--- config.mk ---
export PLATFORM = sky130hd
export DESIGN_NAME = classify_led
export DESIGN_NICKNAME = d
export VERILOG_FILES = /design/src/rtl/classify_led_pkg.sv /design/src/rtl/classify_led_led_encode.sv /design/src/rtl/classify_led.sv
export SDC_FILE = /design/constraint.sdc
export NUM_CORES = 1
export LEC_CHECK = 0
export BUFFER_PORTS_ARGS = -buffer_cell sky130_fd_sc_hd__buf_2
export CAP_MARGIN = 15
export CORE_MARGIN = 8
export CORE_UTILIZATION = 45
export DETAILED_ROUTE_END_ITERATION = 6
export PLACE_DENSITY = 0.74
export SLEW_MARGIN = 25
export SYNTH_ARGS = -nofsm -noshare
export SYNTH_HDL_FRONTEND = slang
export SYNTH_SLANG_ARGS = --single-unit
--- constraint.sdc ---
create_clock -name clk -period 4.4 [get_ports clk]
set_input_delay 0.44 -clock clk [delete_from_list [all_inputs] [get_ports clk]]
set_output_delay 0.44 -clock clk [all_outputs]
set_load 0.01 [all_outputs]
--- src/rtl/classify_led_pkg.sv ---
// rtl/classify_led_pkg.sv - shared state type, display-mode constants and index-width helper
package classify_led_pkg;

  typedef enum logic [1:0] {
    IDLE = 2'd0,
    SCAN = 2'd1,
    HOLD = 2'd2
  } state_t;

  localparam int LED_MODE_BINARY = 0;
  localparam int LED_MODE_ONEHOT = 1;

  // Width of a class index; never below one bit so ports stay legal.
  function automatic int idx_width(input int n);
    return (n < 2) ? 1 : $clog2(n);
  endfunction

endpackage

--- src/rtl/classify_led_led_encode.sv ---
// rtl/classify_led_led_encode.sv - combinational class-index to LED pattern mapping
module led_encode
  import classify_led_pkg::*;
#(
  parameter int IDX_W    = 4,
  parameter int LED_W    = 4,
  parameter int LED_MODE = LED_MODE_BINARY
) (
  input  logic [IDX_W-1:0] idx,
  output logic [LED_W-1:0] led
);

  // Binary mode zero-extends or truncates; one-hot saturates to all ones when the index has no LED.
  always_comb begin
    led = LED_W'(idx);
    if (LED_MODE == LED_MODE_ONEHOT) begin
      if (32'(idx) < 32'(LED_W)) begin
        led = LED_W'(1) << idx;
      end else begin
        led = '1;
      end
    end
  end

endmodule

--- src/rtl/classify_led.sv ---
// rtl/classify_led.sv - argmax over a captured score vector, shown on LEDs for a hold time
module classify_led
  import classify_led_pkg::*;
#(
  parameter int NUM_CLASSES = 10,
  parameter int SCORE_W     = 16,
  parameter int LED_W       = 4,
  parameter int HOLD_CYCLES = 33000000,
  parameter int LED_MODE    = LED_MODE_BINARY
) (
  input  logic                                 clk,
  input  logic                                 rst,
  input  logic                                 in_valid,
  output logic                                 in_ready,
  input  logic [NUM_CLASSES*SCORE_W-1:0]       in_score,
  output logic [idx_width(NUM_CLASSES)-1:0]    class_idx,
  output logic                                 class_valid,
  output logic                                 busy,
  output logic [LED_W-1:0]                     led
);

  localparam int IDX_W = idx_width(NUM_CLASSES);
  localparam int CNT_W = $clog2(HOLD_CYCLES) + 1;
  localparam logic [IDX_W-1:0] LAST_IDX  = IDX_W'(NUM_CLASSES - 1);
  localparam logic [CNT_W-1:0] HOLD_LAST = CNT_W'(HOLD_CYCLES - 1);

  if (NUM_CLASSES < 2) begin : g_bad_num_classes
    $error("classify_led: NUM_CLASSES must be at least 2");
  end

  state_t                     state;
  logic signed [SCORE_W-1:0]  score_q [NUM_CLASSES];
  logic signed [SCORE_W-1:0]  best;
  logic        [IDX_W-1:0]    best_idx;
  logic        [IDX_W-1:0]    ptr;
  logic        [CNT_W-1:0]    hold_cnt;

  logic                       accept;
  logic signed [SCORE_W-1:0]  cur_score;
  logic                       take;
  logic        [IDX_W-1:0]    win_idx;
  logic        [LED_W-1:0]    led_next;

  assign accept    = in_valid & in_ready & ~rst;
  assign cur_score = score_q[ptr];
  // Strict compare so ties keep the earlier (lower) index.
  assign take      = cur_score > best;
  assign win_idx   = take ? ptr : best_idx;

  led_encode #(
    .IDX_W    (IDX_W),
    .LED_W    (LED_W),
    .LED_MODE (LED_MODE)
  ) u_led_encode (
    .idx (win_idx),
    .led (led_next)
  );

  // Snapshot the whole vector on acceptance so later in_score changes cannot disturb a scan.
  always_ff @(posedge clk) begin
    if (accept) begin
      for (int i = 0; i < NUM_CLASSES; i++) begin
        score_q[i] <= in_score[i*SCORE_W +: SCORE_W];
      end
    end
  end

  // Control FSM: accept, walk one class per cycle, publish result, then hold the display.
  always_ff @(posedge clk) begin
    if (rst) begin
      state       <= IDLE;
      class_idx   <= '0;
      class_valid <= 1'b0;
      busy        <= 1'b0;
      in_ready    <= 1'b0;
      led         <= '0;
      hold_cnt    <= '0;
      ptr         <= '0;
      best        <= '0;
      best_idx    <= '0;
    end else begin
      class_valid <= 1'b0;
      if (accept) begin
        best     <= in_score[SCORE_W-1:0];
        best_idx <= '0;
        ptr      <= IDX_W'(1);
        state    <= SCAN;
        busy     <= 1'b1;
        in_ready <= 1'b0;
      end else begin
        case (state)
          IDLE: begin
            in_ready <= 1'b1;
          end
          SCAN: begin
            if (take) begin
              best     <= cur_score;
              best_idx <= ptr;
            end
            if (ptr == LAST_IDX) begin
              ptr         <= '0;
              class_idx   <= win_idx;
              class_valid <= 1'b1;
              led         <= led_next;
              hold_cnt    <= '0;
              state       <= HOLD;
              busy        <= 1'b0;
              in_ready    <= 1'b1;
            end else begin
              ptr <= ptr + 1'b1;
            end
          end
          HOLD: begin
            in_ready <= 1'b1;
            if (hold_cnt == HOLD_LAST) begin
              state <= IDLE;
              led   <= '0;
            end else begin
              hold_cnt <= hold_cnt + 1'b1;
            end
          end
          default: begin
            state <= IDLE;
          end
        endcase
      end
    end
  end

endmodule
Yosys cells after proc, flatten, opt, wreduce, memory -nomap -nowiden
Memory sizes are Yosys's and may differ from the RTL's.
Cells that the tools add are included.
Widths: inputs -> output; s select.
{"block": "op_classes", "mux": 25, "bitwise": 6, "n_addsub": 2, "order_cmp": 1, "n_reduce_logical": 17, "eq_ne": 10}
{"op": "$mux 26", "n": 2}
{"op": "$pmux 26 s2", "n": 1}
{"op": "$mux 16", "n": 3}
{"op": "$add 26x1->26 const B", "n": 1}
{"op": "$eq 26x25->1 const B", "n": 1}
{"op": "$gt 16x16->1", "n": 1}
{"op": "$mux 4", "n": 4}
{"op": "$mux 1", "n": 10}
{"op": "$reduce_bool 2->1", "n": 5}
{"op": "$reduce_and 3->1", "n": 3}
{"op": "$ne 2x2->1 const B", "n": 4}
{"op": "$pmux 4 s2", "n": 1}
{"op": "$reduce_and 4->1", "n": 2}
{"op": "$ne 3x3->1 const B", "n": 2}
{"op": "$pmux 2 s3", "n": 1}
{"op": "$reduce_and 2->1", "n": 3}
{"op": "$add 4x1->4 const B", "n": 1}
{"op": "$eq 4x4->1 const B", "n": 1}
{"op": "$mux 2", "n": 2}
{"op": "$not 1->1", "n": 4}
{"op": "$reduce_or 2->1", "n": 2}
{"op": "$reduce_or 3->1", "n": 1}
{"op": "$and 1x1->1", "n": 2}
{"op": "$eq 2x1->1 const B", "n": 1}
{"op": "3 further kinds", "n": 3}
{"block": "totals", "regBits": 63, "n_memories": 1, "mem_bits_rw": 160, "out_inout_bits": 11, "input_bits": 163, "elab_cells": 74}
{"memory": "score_q", "depth": 10, "word_bits": 16, "rd": 1, "rd_ports_with_merged_regs": 0, "wr": 10, "line": "classify_led.sv:32", "text": "logic signed [SCORE_W-1:0] score_q [NUM_CLASSES];"}

Logic depth before layout (Yosys ltp)
Gate-level depths: netlist of run 1.
An unclocked memory read counts as a cell.
{"block": "logic_depth", "ltp_word": 5, "ltp_mapped": 14, "ltp_nobuf": 10}

By module
From an unflattened synthesis of run 1, not the netlist that was laid out.
{"block": "unflattened", "hier_cells": 710, "hier_area_um2": 9608.0}
{"module": "classify_led", "cells_per_inst": 706, "area_per_inst_um2": 9577.9, "instances": 1}
{"module": "led_encode", "cells_per_inst": 4, "area_per_inst_um2": 30.0, "instances": 1}

Worst setup path after synthesis of run 1
Ideal clock, no wire load.
{"block": "synth_timing", "path_kind": "in2reg", "startpoint": "in rst", "endpoint": "reg hold_cnt[19]", "arrival_ns": 3.621, "setup_slack_ns": 0.692, "cell_stages": 6, "path_buffers": 0, "path_cell_list": "nand3b_1 inv_2 nor2_1 nor2_1 nand2_1 o31ai_1"}
{"block": "synth_between", "elab_chain_cells": 4}
{"item": "start: declaration", "line": "classify_led.sv:12", "text": "input logic rst,"}
{"item": "$not 1->1", "line": "classify_led.sv:44", "text": "assign accept = in_valid & in_ready & ~rst;"}
{"item": "$and 1x1->1", "line": "classify_led.sv:44"}
{"item": "named net accept", "line": "classify_led.sv:38", "text": "logic accept;"}
{"item": "$not 1->1 (no source line)"}
{"item": "$reduce_and 4->1 (no source line)"}
{"item": "end signal: assignment", "line": "classify_led.sv:119", "text": "hold_cnt <= hold_cnt + 1'b1;"}
{"item": "end: declaration", "line": "classify_led.sv:36", "text": "logic [CNT_W-1:0] hold_cnt;"}
The timed path passes the listed nets, and every way through them passes these cells.
A chain may end at the register's enable or synchronous reset.

Worst setup path after layout of run 1
{"block": "layout_timing", "startpoint": "reg ptr[1]", "endpoint": "reg class_idx[2]"}
{"block": "layout_between", "elab_chain_cells": 3}
{"item": "start: declaration", "line": "classify_led.sv:35", "text": "logic [IDX_W-1:0] ptr;"}
{"item": "start signal: assignment", "line": "classify_led.sv:110", "text": "ptr <= ptr + 1'b1;"}
{"item": "$mem_v2 10x16"}
{"item": "$gt 16x16->1", "line": "classify_led.sv:47", "text": "assign take = cur_score > best;"}
{"item": "$mux 4"}
{"item": "end signal: assignment", "line": "classify_led.sv:102", "text": "class_idx <= win_idx;"}
{"item": "end: declaration", "line": "classify_led.sv:16", "text": "output logic [idx_width(NUM_CLASSES)-1:0] class_idx,"}
Several ways; a longest one is shown, not always the timed one.

==> implementation parameters, run 1 <==
Parameter                              Value

Outcome
  Result of the run ... complete, no violations

GRT
  First-pass GRT wire length ... 32000 µm
  Antenna violations before repair ... 4
  Via count of the first global-routing pass ... 6250
  Maximum number of pins on one net before global-route repair ... 91
  Most used routing layer ... met2
  Global route overflow ... 0
  M2 GR Usage ... 26.3%
  Global Route met3 Usage ... 2.95%
  Tot GR Track Use ... 15.4%
  Grt met1 use ... 19.3%

Finish
  Post-route insts no fill ... 1111
  Area grow syn2layout ... 21.6%
  Final cell utilization of the core ... 55.7%
  # nets final ... 1000
  Fraction of layout cells with a size suffix above 1 ... 34.5%
  Total of fill cells in the finished design ... 1627
  Post-route standard cell area excluding fillers ... 11300 µm²

Route
  Violation count after the first detailed-routing iteration ... 294
  Vias per Instance ... 5.22
  Per-cell routed wire length ... 18.1 µm
  Residual DRC ... 0
  Number of optimization iterations in the first detailed-route pass ... 5
  Post-Route WL ... 20100 µm
  Vias after detailed routing ... 5799
  Antenna Nets Post-Route ... 0

Floorplan
  Die Wd ... 160 µm
  Site Rows ... 52
  Placeable Area ... 20200 µm²
  Initial core utilization ... 45.8%
  Number of ports placed on the die boundary ... 174
  Chip height ... 160 µm
  Die Outline Area ... 25400 µm²

STA
  Final Max Tran Viols ... 0
  Final critical-path required period ... 3810 ps
  Post-route clock skew ... 13.7 ps
  Unrepaired setup endpoints after global routing ... false
  Final-report hold violation count ... 0
  Fmax achieved ... 263 MHz
  Setup Viol. Count Final ... 0
  Post-route fraction of the period consumed by the critical path ... 86.5%
  Relative max-transition margin ... 40.6%
  Final-layout setup total negative slack ... 0 ps
  Worst-Margin Slew ... 892 ps

Synthesis
  Number of flops mapped to enable cells by yosys ... 160
  Largest area contributor in the synthesized netlist ... edfxtp_1
  Cell area after synthesis ... 9270 µm²
  Top post-synthesis cells by area ... edfxtp_1, dfxtp_1, mux4_2
  Synth Warn # ... 0
  Area fraction of the dominant cell type after synthesis ... 51.8%
  Sequential-to-total area share from yosys stat ... 65.4%
  Synth Register Bits ... 223
  Gate count after technology mapping ... 640
  Share of flip-flops with an asynchronous set or reset after synthesis ... 0%
  Synthesized area divided by synthesized cell count ... 14.5 µm²
  Net count after synthesis ... 820
  Distinct cell type count after synthesis ... 59
  Flip-flop cell with the highest count after synthesis ... edfxtp_1

Place
  Total placed cells including tap cells ... 1064
  Standard cell area after detailed placement ... 10500 µm²
  HPWL Detailed ... 14200 µm
  Gp weighted congestion ... 0.760
  Number of buffers added on ports ... 173

Min path
  HP Class ... input port to flip-flop

Clock network
  Number of H-tree levels ... 1
  Clock Tree Root ... clkbuf_16
  Clk slew on worst S/H paths ... 60 ps
  Buffer count from post-CTS setup fixing ... 0
  Hold_buf cts ... 0
  Total number of clock tree sinks ... 223
  TritonCTS clock tree ... yes
  Skew-Pair Late Insertion Delay ... 510 ps
  Resized Gates After CTS ... 0
  Total clock buffers created by CTS ... 24
  Maximum buffer depth of the clock tree ... 3

Critical path
  Largest fanout of any net on the critical path ... 32
  Element type at the critical path start ... flip-flop
  Register-to-register setup slack ... 590 ps
  Crit. End Element ... flip-flop
  Slowest cell on crit path ... dfxtp_2
  List of cells traversed by the critical path ... mux4_2 -> a22oi_1 -> nand2_1 -> ha_1 -> and4_1 -> nand4_1 -> a21o_1 -> a31oi_1 -> nor3_1 -> a2111oi_0
  Biggest cell delay along the critical path ... 910 ps
  Worst EP arrival ... 4180 ps
  Worst Path Required ... 4780 ps
  Worst Path Class, Setup ... flip-flop to flip-flop

Job
  Maximum Capacitance Violations ... 0

Power and ir drop
  Max IR drop VDD ... 0.334 mV
  Power density of the placed cells ... 417 nW/µm²
  Static leakage ... 4.07 nW
  Power after layout ... 4.70 mW
## state kept, by name, summed over array words and instances (netlist names)
register and cells:
score_q 160, state 2, ptr 4, in_ready 1, best_idx 4, class_valid 1
best 16, hold_cnt 26, busy 1, class_idx 4, led 4
## placed cells by master, fill, tap and decap left out, types with 3 or more instances in the layout
cell type,instances
a22o_1,3
dfxtp_1,61
or3_1,4
and3_1,6
nor2_1,51
diode_2,3
ha_1,17
o21ai_0,12
xor2_1,16
clkbuf_16,25
a22oi_1,15
edfxtp_1,160
o211ai_1,21
o21a_1,5
nor3_1,12
bufinv_16,3
nand3_1,6
clkinv_2,5
and4_1,3
nand2b_1,5
clkinv_1,4
clkinvlp_4,3
nand2_1,32
mux4_2,32
mux2i_1,20
inv_1,22
a211oi_1,15
buf_2,173
a21oi_1,14
o31ai_1,3
o2111ai_1,6
or2_2,16
nand4_1,8
buf_4,10
nor2b_1,3
## cell families after synthesis
kind of cell    share of synthesized area, %
compound gates                          8.52
xor+xnor                                1.70
fa+ha+maj                               2.29
buf+inv                                 2.59
flops                                   65.4
mux                                     10.1
simple gates                            9.41
## routing by layer
layer | wire length, µm | share of wire (%)
met5 | 13 | 0.065
met4 | 399 | 2.0
met3 | 1060 | 5.3
met2 | 9950 | 49
met1 | 8710 | 43
## stage by stage
| stage | hold WS, ps | worst slack [ps] |
|---|---|---|
| after global placement | 457 | 718 |
| after detailed placement | 468 | 556 |
| after CTS | 87.3 | 538 |
| final | 102 | 595 |
| after global routing | 90.3 | 240 |
| after floorplan | 448 | 692 |
## cells in the mapped netlist, types with 12 or more instances
master and number:
xor2_1 16, a211oi_1 15, a21oi_1 14, mux4_2 32, nor2_1 52, inv_1 22, clkbuf_1 17, a22oi_1 15
mux2i_1 20, or2_2 16, dfxtp_1 63, edfxtp_1 160, nand2_1 32, o21ai_0 12, nor3_1 12, o211ai_1 21
ha_1 17
## power breakdown
part	internal, mW	switching, mW
Sequential	2.32	0.0304
Combinational	0.176	0.177
Clock	1.21	0.789
Total	3.70	0.997
## worst paths after layout
path	start	end	depth (start not counted)
min	in_score[63]	score_q[3][15]	1
min reg2reg	led[3]	led[3]	2
max	ptr[1]	class_idx[2]	10
max reg2reg	ptr[1]	class_idx[2]	10
## layout make-up
cell class	count	area (µm²)	share of cell area (%)
Sequential cell	223	6070	53.9
Multi-Input combinational cell	362	2980	26.5
Timing Repair Buffer	185	972	8.63
Clock buffer	27	633	5.62
Tap cell	270	338	3.00
Clock inverter	17	166	1.48
Inverter	24	97.6	0.866
Antenna cell	3	7.51	0.0666
## worst max-delay path, delay by kind of cell (launching register included)
family                     cells  cell delay (ps)
AOI/OAI and AO/OA              4             1370
DFF                            1              910
and+or+nand+nor                4              600
muxes                          1              420
adders and majority gates      1              340
No activity file was read; power rests on OpenSTA's default activity.
==> run 2, diff against run 1 <==
Settings changed: CTS_BUF_LIST set to sky130_fd_sc_hd__clkbuf_16.
==> implementation parameters, run 2 (synthesized netlist as in run 1, its figures left out) <==
Parameter                              Value

Clock network
  Clk slew on worst S/H paths ... 60 ps
  Total clock buffers created by CTS ... 24
  Resized Gates After CTS ... 0
  Hold_buf cts ... 0
  Number of H-tree levels ... 1
  Buffer count from post-CTS setup fixing ... 0
  Total number of clock tree sinks ... 223
  Clock Tree Root ... clkbuf_16
  TritonCTS clock tree ... yes
  Maximum buffer depth of the clock tree ... 3
  Skew-Pair Late Insertion Delay ... 510 ps

STA
  Unrepaired setup endpoints after global routing ... false
  Post-route fraction of the period consumed by the critical path ... 86.6%
  Fmax achieved ... 262 MHz
  Setup slack of the critical path after layout ... 590 ps
  Final Max Tran Viols ... 0
  Final-layout setup total negative slack ... 0 ps
  Setup Viol. Count Final ... 0
  Post-route clock skew ... 13.0 ps
  Worst-Margin Slew ... 899 ps
  Relative max-transition margin ... 40.0%
  Final-report hold violation count ... 0
  Final critical-path required period ... 3810 ps

Critical path
  Element type at the critical path start ... flip-flop
  Worst EP arrival ... 4190 ps
  Worst Path Required ... 4780 ps
  Largest fanout of any net on the critical path ... 32
  Worst Path Class, Setup ... flip-flop to flip-flop
  Crit. End Element ... flip-flop

Power and ir drop
  Max IR drop VDD ... 0.333 mV
  Power density of the placed cells ... 416 nW/µm²
  Power after layout ... 4.69 mW
  Static leakage ... 4.07 nW

Floorplan
  Die Wd ... 160 µm
  Number of ports placed on the die boundary ... 174
  Die Outline Area ... 25400 µm²
  Initial core utilization ... 45.8%
  Placeable Area ... 20200 µm²
  Site Rows ... 52
  Chip height ... 160 µm

GRT
  Antenna violations before repair ... 4
  Maximum number of pins on one net before global-route repair ... 91
  Tot GR Track Use ... 15.4%
  Global route overflow ... 0
  First-pass GRT wire length ... 32000 µm
  Via count of the first global-routing pass ... 6250

Place
  Standard cell area after detailed placement ... 10500 µm²
  HPWL Detailed ... 14200 µm
  Number of buffers added on ports ... 173
  Place WS ... 556 ps
  Gp weighted congestion ... 0.760

Finish
  Fraction of layout cells with a size suffix above 1 ... 34.5%
  Most common library cell in the layout ignoring fill and taps ... buf_2
  Commonest cells after routing, fill and taps aside ... buf_2, edfxtp_1, dfxtp_1
  Max reg flops ... 160
  Area grow syn2layout ... 21.6%
  Final cell utilization of the core ... 55.7%
  Post-route standard cell area excluding fillers ... 11300 µm²
  Reg with most FFs ... score_q
  Top Registers ... score_q: 160 flops, hold_cnt: 26 flops, best: 16 flops
  # nets final ... 1000

Route
  Vias after detailed routing ... 5804
  Antenna Nets Post-Route ... 0
  Number of optimization iterations in the first detailed-route pass ... 4
  Post-Route WL ... 20100 µm
  Per-cell routed wire length ... 18.1 µm
  Residual DRC ... 0
  Violation count after the first detailed-routing iteration ... 291
  Vias per Instance ... 5.22

Job
  Maximum Capacitance Violations ... 0

Min path
  HP Class ... input port to flip-flop

Outcome
  Result of the run ... complete, no violations
[run 2: critical path, cell delays in order (launching register included)]
cell and delay, ps:
dfxtp_2 920, mux4_2 420, a22oi_1 190, nand2_1 110, ha_1 340, and4_1 250
nand4_1 160, a21o_1 230, a31oi_1 560, nor3_1 80, a2111oi_0 390
[run 2: path summary, 6_finish.rpt]
| kind | to | start | slack (ps) | depth (start not counted) |
|---|---|---|---|---|
| max reg2reg | class_idx[2] | ptr[1] | 590 | 10 |
| min | score_q[3][15] | in_score[63] | 100 | 1 |
| max | class_idx[2] | ptr[1] | 590 | 10 |
| min reg2reg | led[3] | led[3] | 470 | 2 |
[run 2: area by class of cell]
type                       instances  area, µm²
antenna                            3       7.51
clock buffer                      25        626
multi-input combinational        362       2980
timing repair buffer             185        972
tap                              270        338
fill                            1627       8960
sequential                       223       6070
inverter                          24       97.6
clock inverter                    19        174
[run 2: stage by stage]
step,hold slack (ps),instances
final,103,1111
after global routing,90.3,1111
after CTS,88.0,1108
after detailed placement,468,1064
after global placement,457,1064
after floorplan,448,640
[run 2: layer usage]
| metal | wire [µm] | global-route usage (%) |
|---|---|---|
| met4 | 403 | 5.02 |
| met5 | 13 | 0 |
| met3 | 1070 | 2.95 |
| met2 | 9920 | 26.3 |
| met1 | 8710 | 19.3 |
[run 2: where the power goes]
group          total, mW  leakage [nW]  switching, mW  internal [mW]
Combinational      0.353          1.71          0.177          0.176
Sequential          2.35          1.97         0.0305           2.32
Clock               1.99         0.392          0.788           1.21
